[src/rtl/mem_port_arbiter.sv]
// ---------------------------------------------------------------------------
// mem_port_arbiter
//
// Shares one single-port data memory between the CPU MEM stage and a camera
// pixel writer. The CPU has fixed priority; optionally a starvation counter
// forces a camera grant after STARVE_LIM consecutive lost arbitrations.
//
// Build option:
//   MEM_ARB_RR_EN  defined   -> 3-bit saturating starvation counter active.
//                  undefined -> fixed CPU priority, camera may starve.
//
// Handshakes:
//   cpu_req_i is held by the pipeline until a cycle with cpu_stall_o=0; that
//   cycle completes the store, or for a load hands the result to the
//   following cycle's cpu_rvalid_o pulse. cam_req_i is held until the
//   single-cycle cam_gnt_o pulse, which marks the write cycle itself.
//
// Ports:
//   clk_i, rst_i                   clock, async active-high reset
//   cpu_req_i/we_i/addr_i/wdata_i  CPU access request
//   cpu_stall_o                    freeze IF/ID/EX/MEM registers
//   cpu_rdata_o, cpu_rvalid_o      registered load data + one-cycle valid
//   cam_req_i/addr_i/wdata_i       camera write request
//   cam_gnt_o                      camera write committed this cycle
//   mem_we_o/addr_o/wdata_o        data-memory port
//   mem_rdata_i                    data-memory read data (1-cycle latency)
//   state_o                        FSM state (0 IDLE, 1 CPU_RD, 2 CAM_WR)
// ---------------------------------------------------------------------------
module mem_port_arbiter #(
  parameter int unsigned STARVE_LIM = 4
) (
  input  logic        clk_i,
  input  logic        rst_i,
  input  logic        cpu_req_i,
  input  logic        cpu_we_i,
  input  logic [31:0] cpu_addr_i,
  input  logic [31:0] cpu_wdata_i,
  output logic        cpu_stall_o,
  output logic [31:0] cpu_rdata_o,
  output logic        cpu_rvalid_o,
  input  logic        cam_req_i,
  input  logic [31:0] cam_addr_i,
  input  logic [31:0] cam_wdata_i,
  output logic        cam_gnt_o,
  output logic        mem_we_o,
  output logic [31:0] mem_addr_o,
  output logic [31:0] mem_wdata_o,
  input  logic [31:0] mem_rdata_i,
  output logic [1:0]  state_o
);

  typedef enum logic [1:0] {
    IDLE   = 2'd0,
    CPU_RD = 2'd1,
    CAM_WR = 2'd2
  } state_e;

  state_e      state_q, state_d;
  logic [31:0] cam_addr_q, cam_wdata_q;
  logic [31:0] mem_addr_q, mem_wdata_q;
  logic [31:0] cpu_rdata_q;
  logic        cpu_rvalid_q;
  logic        cam_gnt_q;
  logic        cam_force;
  logic        cpu_wins;
  logic        cam_wins;

`ifdef MEM_ARB_RR_EN
  logic [2:0] starve_q, starve_d;

  assign cam_force = cam_req_i && ({29'd0, starve_q} == STARVE_LIM);

  // Counts IDLE cycles the camera lost to the CPU; a grant clears it.
  always_comb begin
    starve_d = starve_q;
    if (state_q == CAM_WR) begin
      starve_d = 3'd0;
    end else if ((state_q == IDLE) && cam_req_i && cpu_wins && (starve_q != 3'd7)) begin
      starve_d = starve_q + 3'd1;
    end
  end
`else
  assign cam_force = 1'b0;
`endif

  // Next state and memory-port drive. mem_addr/mem_wdata fall back to the
  // last driven value so the port never shows X. While reset is asserted
  // nothing is driven and the stall simply mirrors the request.
  always_comb begin
    state_d     = state_q;
    mem_we_o    = 1'b0;
    mem_addr_o  = mem_addr_q;
    mem_wdata_o = mem_wdata_q;
    cpu_stall_o = cpu_req_i;
    cpu_wins    = 1'b0;
    cam_wins    = 1'b0;
    if (!rst_i) begin
      case (state_q)
        IDLE: begin
          cpu_wins = cpu_req_i && !cam_force;
          cam_wins = cam_req_i && !cpu_wins;
          if (cpu_wins) begin
            mem_addr_o = cpu_addr_i;
            if (cpu_we_i) begin
              mem_we_o    = 1'b1;
              mem_wdata_o = cpu_wdata_i;
              cpu_stall_o = 1'b0;
            end else begin
              cpu_stall_o = 1'b1;
              state_d     = CPU_RD;
            end
          end else if (cam_wins) begin
            state_d = CAM_WR;
          end
        end
        CPU_RD: begin
          // Read data arrives this cycle, so the load is complete here.
          cpu_stall_o = 1'b0;
          state_d     = IDLE;
        end
        CAM_WR: begin
          mem_we_o    = 1'b1;
          mem_addr_o  = cam_addr_q;
          mem_wdata_o = cam_wdata_q;
          state_d     = IDLE;
        end
        default: state_d = IDLE;
      endcase
    end
  end

  always_ff @(posedge clk_i or posedge rst_i) begin
    if (rst_i) begin
      state_q      <= IDLE;
      cam_addr_q   <= 32'd0;
      cam_wdata_q  <= 32'd0;
      mem_addr_q   <= 32'd0;
      mem_wdata_q  <= 32'd0;
      cpu_rdata_q  <= 32'd0;
      cpu_rvalid_q <= 1'b0;
      cam_gnt_q    <= 1'b0;
`ifdef MEM_ARB_RR_EN
      starve_q     <= 3'd0;
`endif
    end else begin
      state_q      <= state_d;
      mem_addr_q   <= mem_addr_o;
      mem_wdata_q  <= mem_wdata_o;
      cam_gnt_q    <= (state_d == CAM_WR);
      cpu_rvalid_q <= (state_q == CPU_RD);
      if (state_q == CPU_RD) begin
        cpu_rdata_q <= mem_rdata_i;
      end
      if (cam_wins) begin
        cam_addr_q  <= cam_addr_i;
        cam_wdata_q <= cam_wdata_i;
      end
`ifdef MEM_ARB_RR_EN
      starve_q     <= starve_d;
`endif
    end
  end

  assign cpu_rdata_o  = cpu_rdata_q;
  assign cpu_rvalid_o = cpu_rvalid_q;
  assign cam_gnt_o    = cam_gnt_q;
  assign state_o      = state_q;

endmodule

[config.mk]
export PLATFORM = sky130hd
export DESIGN_NAME = mem_port_arbiter
export DESIGN_NICKNAME = d
export VERILOG_FILES = /design/src/rtl/mem_port_arbiter.sv
export SDC_FILE = /design/constraint.sdc
export NUM_CORES = 1
export LEC_CHECK = 0
export BUFFER_PORTS_ARGS = -buffer_cell sky130_fd_sc_hd__buf_2
export CAP_MARGIN = 20
export CORE_AREA = 2 2 106 134
export DETAILED_ROUTE_END_ITERATION = 6
export DIE_AREA = 0 0 108 136
export GPL_TIMING_DRIVEN = 0
export PLACE_DENSITY = 0.86
export SLEW_MARGIN = 20
export SYNTH_ARGS = -nofsm -noshare
export SYNTH_HDL_FRONTEND = slang
export SYNTH_SLANG_ARGS = --single-unit
[constraint.sdc]
create_clock -name clk_i -period 12.33 [get_ports clk_i]
set_input_delay 2.466 -clock clk_i [delete_from_list [all_inputs] [get_ports clk_i]]
set_output_delay 2.466 -clock clk_i [all_outputs]
set_load 0.005 [all_outputs]
# [Word-level counts from Yosys, hierarchy flattened]
# Index checks and enable logic that the tools add are counted.
# Widths: inputs -> output; s select.
[totals] register_bits=164 inputBits=165 out_inout_bits=102 word_cells=36
[op_classes] n_eq_ne=3 n_mux=22 reduce_logical=3
[op_table] op="$mux 32" n=5
[op_table] op="$pmux 32 s2" n=2
[op_table] op="$mux 2" n=5
[op_table] op="$mux 1" n=8
[op_table] op="$eq 2x2->1 const B" n=2
[op_table] op="$pmux 1 s2" n=2
[op_table] op="$eq 2x1->1 const B" n=1
[op_table] op="$logic_not 2->1" n=1
[op_table] op="$logic_and 1x1->1" n=1
[op_table] op="$logic_not 1->1" n=1

# [Longest topological paths before layout]
[logic_depth] ltp_word=7 mapped_depth=6 mapped_depth_nobuf=3

# [Worst setup path after synthesis]
# Ideal clock, no wire load.
[synth_timing] path_kind="input port to output port" start="input rst_i" end="output mem_wdata_o[4]" arrival_time_ps=3488 t_required_ps=9864 setup_slack_ps=6376 cell_stages=6 n_path_buf=3 cell_sequence="buf_4 -> or2_1 -> buf_2 -> nor2_4 -> buf_6 -> o221a_1"
[synth_between] elab_chain_cells=1
[synth_rtl] item="start, declared" line="33" source="input logic rst_i,"
[synth_rtl] item="$mux 32" line="97" source="if (!rst_i) begin"
[synth_rtl] item="end, declared" line="47" source="output logic [31:0] mem_wdata_o,"
# No other way between the ends.

# [Worst setup path after layout]
[layout_timing] start="input cpu_req_i" end="output mem_addr_o[3]"
[layout_between] elab_chain_cells=3
[layout_rtl] item="start, declared" line="34" source="input logic cpu_req_i,"
[layout_rtl] item="$mux 32" line="102" source="if (cpu_wins) begin"
[layout_rtl] item="$pmux 32 s2" line="98" source="case (state_q)"
[layout_rtl] item="$mux 32" line="97"
[layout_rtl] item="end, declared" line="46" source="output logic [31:0] mem_addr_o,"
# No other way between the ends.

==> impl_metrics.toml <==
[clock_tree]
cts_resized = 0
numCtsBuffers = 17
clk_pin_slew_ns = 0.06
cts-root-buf = "clkbuf_16"
cts_tree = "built"
clkSinkCount = 164
cts_buffer_depth = 2
htreeDepth = 4
postCtsSetupRepairBufs = 0
hold_buffers = 0
clock_latency_ns = 0.42

[floorplanning]
initial_core_util_pct = 51.9
core-area_um2 = 13500
rows = 48
ios = 267
die_h_um = 136
dieArea_um2 = 14700
die_w_um = 108

[route]
dr_total_vias = 5454
ant_nets = 0
drc = 0
wl_mm = 17.9
vias_per_cell = 5.53
first_pass_iters = 5
drt_iter0_drc = 281
routedWlPerCell_um = 18.1

[logic_synthesis]
yosysMostFrequentCell = "dfrtp_1"
syn_area_um2 = 7010
yosysWarningCount = 0
yosysSeqAreaShare_pct = 58.5
yosysTopAreaCell = "dfrtp_1"
ys_seq_elements = 164
synth_top_area_share_pct = 58.5
syn_nets = 679
synthArstFlopShare_pct = 100
avgSynthCellArea_um2 = 13.6
synthDistinctLibCells = 30
netlist_instances = 514
ys_top_cells_by_area = "dfrtp_1 59%, mux2_2 14%, o221a_2 5.0%"
synth_enable_flop_cells = 0
synth_commonest_cells = "164 x dfrtp_1, 85 x mux2_2, 33 x nand2b_1"
synth_ff_type = "dfrtp_1"

[worst_hold_path]
hold_class = "flip-flop to flip-flop"

[final_layout]
nets = 964
final_layout_size_suffix_gt1_share_pct = 54.3
area_growth_syn_to_layout_pct = 31.4
fin_area_um2 = 9210
nFillCells = 1006
antenna_cells = 0

[worst_setup_path]
critical_path_arrival_ns = 4.11
cp-end-kind = "output port"
start_kind = "input pin"
path_cells = "buf_2 > clkbuf_1 > clkbuf_1 > a31oi_1 > o21ai_0 > buf_2"
required_ns = 9.86
cp_slowest_cell = "clkbuf_1"
max_stage_delay_ns = 0.44
worst-setup-path-type = "input pin to output port"
cp.buffers_inverters = 4
path_delay_family = "buffers and inverters"
critPathMaxFanout = 10

[global_routing]
antenna_found_initial = 0
grtUsageTotal_pct = 24.4
use_met3_pct = 6.86
met1_usage_pct = 29.5
grt_overflow = 0
grt_pass1_vias = 5552
grt_busiest_layer = "met2"
grt_start_max_net_pins = 93
grt_pass1_wl_mm = 27.7
grt_use_met2_pct = 41.6

[timing]
fin_crit_sh_pct = 53.4
tns_ns = 0
slew_violations = 0
skew_ns = 0.00834
whs_ns = 0.484
setup_viol = 0
finalHoldViolations = 0
maxSlewHeadroom_pct = 56.1
fmax_mhz = 152
tightestPinTransition_ns = 0.658
grt_setup_unrepaired = "false"
min_period_ns = 6.58

[placement]
post-dp-hpwl_mm = 13.0
placed_cell_area_um2 = 8590
gp_congestion = 0.822
numPortBuffers = 265

[power]
power.density_nw_per_um2 = 191
p_leak_nw = 4.22
power.total_mw = 1.76
ir_drop_uv = 142

[outcome]
outcome = "finished, final reports clean"

[flow_run]
cap_violations = 0
## cell families (layout without fill, tap and decap cells)
kind of cell,count (synthesis),count (layout),share of synthesized area (%)
AO/OA/AOI/OAI,132,132,14.1
buffers and inverters,45,343,4.83
flip-flops,164,164,58.5
multiplexers,96,96,15.4
AND/OR/NAND/NOR,77,77,7.15
## final timing paths
kind | from | to | slack [ns] | depth (start not counted)
worst max-delay path | cpu_req_i | mem_addr_o[3] | 5.75 | 6
worst min-delay path | cam_wdata_q[17] | cam_wdata_q[17] | 0.48 | 1
worst max register to register | state_o[0] | mem_addr_q[3] | 10.39 | 6
worst min register to register | cam_wdata_q[17] | cam_wdata_q[17] | 0.48 | 1
max in group asynchronous | rst_i | mem_addr_q[22] | 9.35 | 3
min in group asynchronous | rst_i | mem_addr_q[0] | 2.19 | 2
## placed cells by master (no fill, tap or decap), drive strengths merged, types with 2 or more instances in the layout
cell	instances
inv	3
clkbuf	39
clkinv	7
o21ai	32
o221a	32
mux2	96
nor2b	32
dfrtp	164
nand2b	33
nor2	3
a22oi	32
a31oi	32
a21oi	2
nand2	2
bufinv	3
buf	290
## cell type report
type / count / area [µm²] / share of cell area [%]
Inverter: 2 / 15.0 / 0.163
Multi-Input combinational cell: 305 / 2570 / 27.9
Sequential cell: 164 / 4100 / 44.5
Clock buffer: 20 / 467 / 5.07
Tap cell: 175 / 219 / 2.38
Clock inverter: 12 / 153 / 1.66
Timing Repair Buffer: 266 / 1350 / 14.7
Buffer: 43 / 332 / 3.60
## worst reg2reg max path, stage by stage (launching register included)
cell	delay, ns
dfrtp_1	0.39
buf_6	0.15
nor3b_4	0.50
buf_4	0.29
buf_4	0.21
a22oi_1	0.08
o21ai_0	0.18
## per-stage QoR
step	std cells	utilization (%)	worst slack [ns]
after detailed placement	955	63.6	5.73
final	987	68.2	5.75
after floorplan	514	-	5.24
after CTS	987	68.2	5.72
after global placement	954	63.3	3.51
after global routing	987	68.2	5.61
## registers in the layout, summed over array words and instances (netlist names)
| signal | cells |
|---|---|
| cpu_rvalid_o | 1 |
| mem_addr_q | 32 |
| cam_wdata_q | 32 |
| cam_addr_q | 32 |
| cpu_rdata_o | 32 |
| mem_wdata_q | 32 |
| state_o | 2 |
| cam_gnt_o | 1 |
## where the power goes
part,switching [mW],internal (mW),leakage [nW],total (mW)
registers,0.0727,0.699,1.92,0.772
clock network,0.215,0.335,0.306,0.550
logic,0.183,0.251,1.99,0.434
## per-layer routing
metal,vias to the layer above,routed length (µm),share of wire (%)
met4,0,459,2.6
met3,41,1350,7.5
met1,2689,6770,38
met2,241,9310,52
met5,-,0,0
li1,2483,-,-
(Power assumes the default switching activity.)
